File: src/rtl/seq_divider.sv
// seq_divider: multi-cycle unsigned restoring divider, one quotient bit per shift+trial cycle pair.
// Revision 1.0
`default_nettype none

module seq_divider #(
  parameter int WIDTH = 32
) (
  input  logic             clk_i,
  input  logic             rst_n_i,
  input  logic             start_i,
  input  logic [WIDTH-1:0] dividend_i,
  input  logic [WIDTH-1:0] divisor_i,
  output logic             busy_o,
  output logic             done_o,
  output logic [WIDTH-1:0] quotient_o,
  output logic [WIDTH-1:0] remainder_o,
  output logic             div_by_zero_o
);

  localparam int CNT_W = $clog2(WIDTH) + 1;
  localparam logic [CNT_W-1:0] LAST_BIT = CNT_W'(WIDTH - 1);

  typedef enum logic [1:0] {
    IDLE  = 2'd0,
    SHIFT = 2'd1,
    TRIAL = 2'd2,
    DONE  = 2'd3
  } state_t;

  state_t           state;
  state_t           state_nxt;
  logic [WIDTH:0]   rem;
  logic [WIDTH:0]   diff;
  logic [WIDTH-1:0] quo;
  logic [WIDTH-1:0] dvs;
  logic [CNT_W-1:0] cnt;
  logic             dbz;
  logic             accept;
  logic             zero_div;

  assign accept   = (state == IDLE) && start_i;
  assign zero_div = (divisor_i == '0);
  // One extra remainder bit keeps the trial subtraction exact when the divisor MSB is set.
  assign diff     = rem - {1'b0, dvs};

  always_ff @(posedge clk_i or negedge rst_n_i) begin
    if (!rst_n_i) begin
      state <= IDLE;
    end else begin
      state <= state_nxt;
    end
  end

  always_comb begin
    state_nxt = state;
    case (state)
      IDLE: begin
        if (start_i) begin
          state_nxt = zero_div ? DONE : SHIFT;
        end
      end
      SHIFT: state_nxt = TRIAL;
      TRIAL: state_nxt = (cnt == LAST_BIT) ? DONE : SHIFT;
      DONE:  state_nxt = IDLE;
      default: state_nxt = IDLE;
    endcase
  end

  always_ff @(posedge clk_i or negedge rst_n_i) begin
    if (!rst_n_i) begin
      rem <= '0;
      quo <= '0;
      dvs <= '0;
      cnt <= '0;
      dbz <= 1'b0;
    end else begin
      if (accept) begin
        if (zero_div) begin
          quo <= '1;
          rem <= {1'b0, dividend_i};
          dbz <= 1'b1;
        end else begin
          rem <= '0;
          quo <= dividend_i;
          dvs <= divisor_i;
          cnt <= '0;
          dbz <= 1'b0;
        end
      end else if (state == SHIFT) begin
        rem <= {rem[WIDTH-1:0], quo[WIDTH-1]};
        quo <= {quo[WIDTH-2:0], 1'b0};
      end else if (state == TRIAL) begin
        // A negative trial result restores simply by leaving R and Q untouched.
        if (!diff[WIDTH]) begin
          rem    <= diff;
          quo[0] <= 1'b1;
        end
        cnt <= cnt + 1'b1;
      end
    end
  end

  assign busy_o        = (state != IDLE);
  assign done_o        = (state == DONE);
  assign quotient_o    = quo;
  assign remainder_o   = rem[WIDTH-1:0];
  assign div_by_zero_o = dbz;

endmodule

`default_nettype wire

File: config.mk
export PLATFORM = sky130hd
export DESIGN_NAME = seq_divider
export DESIGN_NICKNAME = d
export VERILOG_FILES = /design/src/rtl/seq_divider.sv
export SDC_FILE = /design/constraint.sdc
export NUM_CORES = 1
export LEC_CHECK = 0
export ABC_AREA = 1
export BUFFER_PORTS_ARGS = -buffer_cell sky130_fd_sc_hd__buf_2
export CAP_MARGIN = 30
export CORE_ASPECT_RATIO = 1.25
export CORE_MARGIN = 2
export CORE_UTILIZATION = 52
export DETAILED_ROUTE_END_ITERATION = 7
export PLACE_DENSITY = 0.88
export SETUP_SLACK_MARGIN = 0.3
export SLEW_MARGIN = 10
export SYNTH_ARGS = -nofsm -noshare
export SYNTH_HDL_FRONTEND = slang
export SYNTH_SLANG_ARGS = --single-unit
File: constraint.sdc
create_clock -name clk_i -period 2.2 [get_ports clk_i]
set_clock_uncertainty 0.1 [all_clocks]
set_input_delay 0.11 -clock clk_i [delete_from_list [all_inputs] [get_ports clk_i]]
set_output_delay 0.11 -clock clk_i [all_outputs]
set_load 0.1 [all_outputs]
== After elaboration in Yosys (flattened, before gate mapping) ==
Cells that the tools add are included.
Cells by class
  add/subtract/negate cells: 2
  equal/unequal tests: 8
  multiplexer cells: 20
  bitwise operators: 1
  reductions and logical operators: 10
Operators with widths (count)
  two-way mux 33 bit: 4
  two-way mux 32 bit: 3
  subtractor 33 x 32 -> 33 bit: 1
  zero test 32 bit: 1
  two-way mux 31 bit: 1
  two-way mux 6 bit: 4
  case mux 2 bit (4 select lines): 1
  adder 6 x 1 -> 6 bit (second input constant): 1
  equality test 6 x 5 -> 1 bit (second input constant): 1
  two-way mux 2 bit: 3
  inequality test 2 bit (second input constant): 3
  nonzero test 2 bit: 3
  equality test 2 bit (second input constant): 2
  two-way mux 1 bit: 4
  AND reduction 2 bit: 2
  inequality test 3 x 1 -> 1 bit (second input constant): 1
  AND reduction 3 bit: 1
  nonzero test 3 bit: 1
  equality test 2 x 1 -> 1 bit (second input constant): 1
  zero test 2 bit: 1
  logical AND 1 bit: 1
  NOT 1 bit: 1
Word-level totals
  bits in registers: 106
  input bits: 67
  output and inout port bits: 67
  word-level logic and storage cells: 48

== Depth between registers and ports, before layout ==
Gate-level depths: netlist of run 1.
  depth in word-level cells: 5
  mapped depth: 18
  gate-level depth less buffers: 17

== Least setup slack after synthesis of run 1 ==
OpenSTA, ideal clock, no wires.
  path type: register -> register
  start point: reg rem[0]
  end point: reg rem[26]
  data arrival time: 2.091 ns
  required time: 1.983 ns
  setup slack: -0.108 ns
  cell stages (with the launch flop): 19
  clock period less this slack: 2.308 ns
  cells stage by stage: dfrtp_1 inv_1 ha_1 fa_1 inv_1 nand3_2 nand3_2 nand2_1 nand2_2 nand2_2 nand2_2 nand2_2 nand2_1 nand2_2 nand3_4 nand2_4 buf_6 nand2_1 nand2_1
On the way
  cells in the longest elaborated chain, start to end: 5
Ends and longest elaborated chain
  start: declaration: line 32  | logic [WIDTH:0] rem;
  start signal: assignment: line 80  | rem <= {1'b0, dividend_i};
  start signal: assignment: line 90  | rem <= {rem[WIDTH-1:0], quo[WIDTH-1]};
  start signal: assignment: line 95  | rem <= diff;
  subtractor 33 x 32 -> 33 bit (*): line 44  | assign diff = rem - {1'b0, dvs};
  two-way mux 33 bit: line 94  | if (!diff[WIDTH]) begin
  two-way mux 33 bit: line 92  | end else if (state == TRIAL) begin
  two-way mux 33 bit: line 89  | end else if (state == SHIFT) begin
  two-way mux 33 bit: line 77  | if (accept) begin
Mark *: on every way between the ends. The rest lies on a longest branch, timed or not. The select of a mux whose other input is x is not followed.
A chain may end at the register's enable or synchronous reset.

== Worst setup path in the final report of run 1 ==
  start point: reg dvs[0]
  end point: reg rem[11]
On the way
  cells in the longest elaborated chain, start to end: 5
Ends and longest elaborated chain
  start: declaration: line 35  | logic [WIDTH-1:0] dvs;
  start signal: assignment: line 85  | dvs <= divisor_i;
  subtractor 33 x 32 -> 33 bit (*): line 44
  two-way mux 33 bit: line 94
  two-way mux 33 bit: line 92
  two-way mux 33 bit: line 89
  two-way mux 33 bit: line 77
Marks and branches as above.

==> results of run 1 <==
## metal layers
metal  wire length, µm  vias to the layer above
met5                 0                        -
met4              1510                        0
met3              2750                      132
met2             14300                      591
met1             11400                     4450
li1                  -                     4415
## cells by family after synthesis
kind of cell / count (synthesis) / synth area share, %
flops: 106 / 32.5
xor+xnor: 14 / 1.50
simple gates: 612 / 31.8
fa+ha+maj: 34 / 5.31
buf+inv: 304 / 16.3
compound gates: 198 / 12.6
## layout by cell type, fill, tap and decap left out, drive strengths merged, types with 10 or more instances in the layout
| master | netlist | final |
|---|---|---|
| dfrtp | 106 | 106 |
| nand3 | 93 | 93 |
| dlygate4sd3 | 0 | 64 |
| a21oi | 24 | 24 |
| ha | 33 | 33 |
| xor2 | 10 | 10 |
| buf | 51 | 252 |
| o21ai | 160 | 160 |
| inv | 229 | 231 |
| nor2 | 65 | 66 |
| nand2 | 429 | 429 |
| clkbuf | 23 | 13 |
## metrics by stage
step                hold WS, ns  setup slack, ns  utilization [%]
floorplan                -0.286          0.00547                -
global placement         0.0425          -0.0629             62.1
detailed placement       0.0505           -0.161             62.1
CTS                     0.00676           -0.143             68.7
global route             0.0570           -0.333             71.9
finish                 -0.00562           -0.215             71.9
## worst min-delay path: cells and delay by family
| family | cells | cell delay, ns |
|---|---|---|
| and+or+nand+nor | 4 | 0.25 |
| buffers and inverters | 1 | 0.08 |
## flip-flops by register name (all words and copies together) (netlist names)
name / cells
rem: 33
dvs: 32
quotient_o: 32
cnt: 6
state: 2
div_by_zero_o: 1
## area by class of cell
class                   instances  area, µm²
clock buffers                  11        253
clock inverters                 4       57.6
fillers                      1171       4330
inverters                     230        881
multi-input cells             859       4560
flip-flops and latches        106       2650
well taps                     212        265
repair buffers                319       2440
## path summary, 6_finish.rpt
check,startpoint,endpoint,cells after the start
max,dvs[0]$_DFFE_PN0P_,rem[11]$_DFFE_PN0P_,17
min,dividend_i[0],quotient_o[0]$_DFFE_PN0P_,5
max reg2reg,dvs[0]$_DFFE_PN0P_,rem[11]$_DFFE_PN0P_,17
min reg2reg,cnt[0]$_DFFE_PN0P_,cnt[0]$_DFFE_PN0P_,1
max in group asynchronous,rst_n_i,rem[13]$_DFFE_PN0P_,3
min in group asynchronous,rst_n_i,dvs[22]$_DFFE_PN0P_,2
## what timing repair did
item                                    CTS  global route
hold buffers                             65             0
pin swaps                                 3            10
setup buffers                             5             5
endpoints found under the setup margin   87           103
resized for setup                         6           105
hold endpoints to repair                120             0
cloned                                    1             3
==> impl_metrics.tcl, run 1 <==
set metrics [dict create \
    syn_avg_cell_area_um2 6.43 \
    use_met2_pct 56.0 \
    fmax_ghz 0.414 \
    required_ns 2.36 \
    core_um2 15400 \
    overflow 0 \
    max_stage_delay_ns 0.42 \
    antennaDiodeCount 0 \
    synthArstFlopShare_pct 100 \
    worstPathCellList "ha_4 -> fa_2 -> inv_2 -> nand3_2 -> nand3_2 -> nand2_2 -> nand2_2 -> nand2_2 -> nand2_2 -> nand2_2 -> nand2_2 -> nand2_2 -> nand3_4 -> nand2_4 -> buf_12 -> nand2_1 -> nand2_1" \
    outcome "finished with violations" \
    worstSetupStartpointType "flip-flop" \
    post-route-cell-area_um2 11100 \
    fin_nets 1626 \
    ys_seq_area_share_pct 32.5 \
    period_share_pct 110 \
    reg2reg_setup_slack_ns -0.22 \
    grt_use_total_pct 34.3 \
    vias 9588 \
    synth_top_area_share_pct 32.5 \
    synthFlopType "dfrtp_1" \
    crit_arrival_ns 2.57 \
    cts_tree "done" \
    worstMarginPinSlew_ns 0.613 \
    yosysTopAreaCell "dfrtp_1" \
    synth.cells.most_frequent "nand2_1, inv_1, o21ai_0" \
    die_h_um 144 \
    cp_num_buf_inv 2 \
    drv_slew 0 \
    grt_use_met3_pct 5.11 \
    cts_num_sinks 106 \
    ant_nets 0 \
    cts_inserted_buffers 9 \
    finalSetupTns_ns -5.90 \
    worst_slack_ns -0.215 \
    ioPinCount 134 \
    rsz0062_at_grt "true" \
    layout-drive-gt1-share_pct 24.3 \
    grtUsageMet1_pct 45.2 \
    ys_seq_elements 106 \
    vias_per_cell 5.51 \
    whs_ns -0.00562 \
    hold_viol 1 \
    cpMostUsedCell "nand2_2" \
    cp-end-kind "flip-flop" \
    grt_antenna_before_repair 0 \
    fp.dieArea_um2 16700 \
    detail_route.first_pass.iterations 7 \
    dp.final_hpwl_um 19900 \
    path_clk_slew_ns 0.08 \
    yosysUniqueCellTypes 41 \
    synth_most_common_cell "nand2_1" \
    placed_cells 1647 \
    die_w_um 116 \
    area.growth.synth_to_final_pct 36.2 \
    finalCriticalPeriod_ns 2.42 \
    violations "negative hold slack, negative setup slack" \
    synth-edff-count 0 \
    relSlewSlack_pct 59.1 \
    place_congestion 0.971 \
    crit_path_top_delay_cell "dfrtp_1" \
    clock_latency_ns 0.37 \
    setup_viol 34 \
    worstSetupPathType "reg -> reg" \
    num_rows 51 \
    synth.area.top_cells "dfrtp_1, nand2_1, inv_1, o21ai_0, nand3_1" \
    wirelength_um 30000 \
    synthCells 1268 \
    crit_family "simple AND/OR/NAND/NOR gates" \
    portBuffers 133 \
    grt_pass1_wl_um 44300 \
    drt_iter0_drc 842 \
    cts-root-buf "clkbuf_16" \
    wl_per_cell_um 17.2 \
    fin_cells 1741 \
    yosysWarnings 0 \
    grt.busiest_layer "met2" \
    post_dp_cell_area_um2 9580 \
    drc 0 \
    hold_path.class "in -> reg" \
    grt_pass1_vias 8836 \
    grt_max_degree 42 \
    max_cap_violations 0 \
    cp_max_fo 16 \
    synth_nets 1369 \
    start_util_pct 52.8 \
    synth_area_um2 8160 \
    h-tree-depth 3 \
    cts_buffer_depth 2 \
]
Power of run 1 is not shown: default switching activity piles up to over one toggle a cycle in this logic, so the estimate is an artifact.
==> inputs of run 2 (changes only) <==
Settings changed: ABC_AREA 1 to default, CORE_UTILIZATION 52 to 51.
==> run 2 against run 1 <==
  * The flow still finishes with violations (negative hold slack, negative setup slack)
  * Sequential share of layout area up 2.2 points
  * Setup slack worse by 0.42 ns
  * Synthesized cell count down 32%
  * Final cell count down 23%
  * Die area down 12%
  * Global-route usage up 0.53 points
==> impl_metrics.tcl, run 2 <==
set metrics [dict create \
    outcome "finished with violations" \
    violations "negative hold slack, negative setup slack" \
    cts_buffer_depth 2 \
    start_util_pct 52.6 \
    wirelength_um 27000 \
    rsz0062_at_grt "true" \
    synth_area_um2 7020 \
    yosysTopAreaCell "dfrtp_1" \
    wl_per_cell_um 20.2 \
    relSlewSlack_pct 64.0 \
    cts-root-buf "clkbuf_16" \
    crit_arrival_ns 2.98 \
    synth_xor_xnor_area_share_pct 2.99 \
    synth_most_common_cell "nand2_1" \
    worstSetupPathType "reg -> reg" \
    worstMarginPinSlew_ns 0.538 \
    portBuffers 133 \
    hold_path.class "in -> reg" \
    h-tree-depth 3 \
    vias 8285 \
    path_clk_slew_ns 0.08 \
    synth_fa_ha_area_share_pct 6.16 \
    placed_cells 1254 \
    fillCellCount 806 \
    whs_ns -0.000549 \
    fin_nets 1259 \
    grt_pass1_wl_um 39900 \
    drt_iter0_drc 840 \
    place_congestion 0.957 \
    ys_seq_area_share_pct 37.8 \
    cp_max_fo 5 \
    synthArstFlopShare_pct 100 \
    die_h_um 135 \
    grt_antenna_before_repair 0 \
    largest_reg_flops 33 \
    grt_max_degree 61 \
    area.growth.synth_to_final_pct 44.7 \
    grt_pass1_vias 8310 \
    layout-drive-gt1-share_pct 35.2 \
    setup_viol 34 \
    ioPinCount 134 \
    cts_tree "done" \
    ant_nets 0 \
    top_register "rem" \
    layout_commonest_cell "buf_4" \
    grt_use_total_pct 34.8 \
    detail_route.first_pass.iterations 6 \
    synth.area.top_cells "dfrtp_1, nand2_1, ha_1, o21ai_0, a21oi_1" \
    synthCells 860 \
    required_ns 2.35 \
    synth.cells.most_frequent "nand2_1, dfrtp_1, o21ai_0" \
    max_cap_violations 0 \
    synthSimpleGateAreaFrac_pct 18.9 \
    synthFlopType "dfrtp_1" \
    hold_viol 1 \
    fp.dieArea_um2 14700 \
    fmax_ghz 0.353 \
    cts_inserted_buffers 9 \
    overflow 0 \
    fin_cells 1335 \
    dp.final_hpwl_um 17500 \
    synth_compound_area_share_pct 25.0 \
    clock_latency_ns 0.37 \
    num_rows 47 \
    yosysUniqueCellTypes 65 \
    vias_per_cell 6.21 \
    synth_top_family_by_area "compound AO/OA/AOI/OAI gates" \
    worstSetupStartpointType "flip-flop" \
    drc 0 \
    synth-edff-count 0 \
    ys_seq_elements 106 \
    yosysWarnings 0 \
    syn_avg_cell_area_um2 8.17 \
    cp-end-kind "flip-flop" \
    synth_nets 961 \
    drv_slew 0 \
    die_w_um 109 \
    period_share_pct 129 \
    layout_common_cells "buf_4, nand2_1, buf_2, dfrtp_1, o21ai_0" \
    synth_top_area_share_pct 37.8 \
    core_um2 13300 \
    synth.area.mux_share_pct 0.606 \
    cts_num_sinks 106 \
    finalCriticalPeriod_ns 2.84 \
    worst_slack_ns -0.636 \
]
run 2: cell types whose count changed after synthesis, moves of 35 or more:
cell,change
nand2_1,-265
inv_1,-177
nand3_1,-79
o21ai_0,-58
a31oi_1,+39
a21oi_1,+35
nor3_1,+35
run 2: final timing paths:
path / from / end / slack (ns) / cells past startpoint
setup / recovery: rem[15]$_DFFE_PN0P_ / rem[21]$_DFFE_PN0P_ / -0.64 / 10
hold / removal: dividend_i[16] / quotient_o[16]$_DFFE_PN0P_ / -0.0005 / 3
setup reg to reg: rem[15]$_DFFE_PN0P_ / rem[21]$_DFFE_PN0P_ / -0.64 / 10
hold reg to reg: div_by_zero_o$_DFFE_PN0P_ / div_by_zero_o$_DFFE_PN0P_ / 0.39 / 1
max in group asynchronous: rst_n_i / quotient_o[27]$_DFFE_PN0P_ / 1.25 / 3
min in group asynchronous: rst_n_i / quotient_o[12]$_DFFE_PN0P_ / 0.05 / 2
run 2: layout make-up:
cell class | instances | area (µm²) | area share, %
well taps | 171 | 214 | 2.11
inverters | 41 | 154 | 1.51
diodes | 1 | 2.50 | 0.0246
clock inverters | 7 | 55.1 | 0.542
repair buffers | 370 | 2700 | 26.5
flip-flops and latches | 106 | 2650 | 26.1
multi-input cells | 630 | 4160 | 41.0
clock buffers | 9 | 225 | 2.22
run 2: per-layer routing:
metal	part of all wire (%)	global-route usage, %	routed length [µm]
met1	35	39.0	9370
met4	6.4	21.3	1720
met2	48	58.8	13100
met5	0	0	0
met3	10	8.80	2820
run 2: cells by family after synthesis:
| family | after synthesis |
|---|---|
| and+or+nand+nor | 302 |
| AOI/OAI and AO/OA | 266 |
| buffers and inverters | 124 |
| DFF | 106 |
| adders and majority gates | 34 |
| xor gates and xnor gates | 24 |
| muxes | 4 |
run 2: timing repair:
| item | in CTS | in global routing |
|---|---|---|
| buffers inserted | 7 | 4 |
| hold buffers | 53 | 0 |
| endpoints found under the hold margin | 159 | 0 |
| endpoints found under the setup margin | 62 | 74 |
| pin swaps | 23 | 18 |
| resized for setup | 26 | 51 |
run 2: worst max-delay path, stage by stage (launching register included):
cell	delay, ns
dfrtp_1	0.38
ha_1	0.36
buf_4	0.17
nand2_1	0.07
o21ai_0	0.42
o2111ai_1	0.20
a31oi_1	0.31
a211o_1	0.21
xor2_1	0.08
a222oi_1	0.31
a21oi_1	0.11
run 2: metrics by stage:
step	cell area, µm²	worst slack, ns	utilization (%)	TNS (ns)	hold WS (ns)
6_report	10200	-0.636	76.1	-18.10	-0.000549
5_1_grt	10200	-0.900	76.1	-21.13	0.00910
4_1_cts	9910	-0.494	74.3	-14.31	0.000134
3_5_place_dp	8940	-0.619	67.0	-18.63	-0.110
3_3_place_gp	8940	-0.498	67.0	-15.12	-0.112
2_1_floorplan	7120	-0.387	-	-11.93	-0.286
Power of run 2 is left out for the same reason.
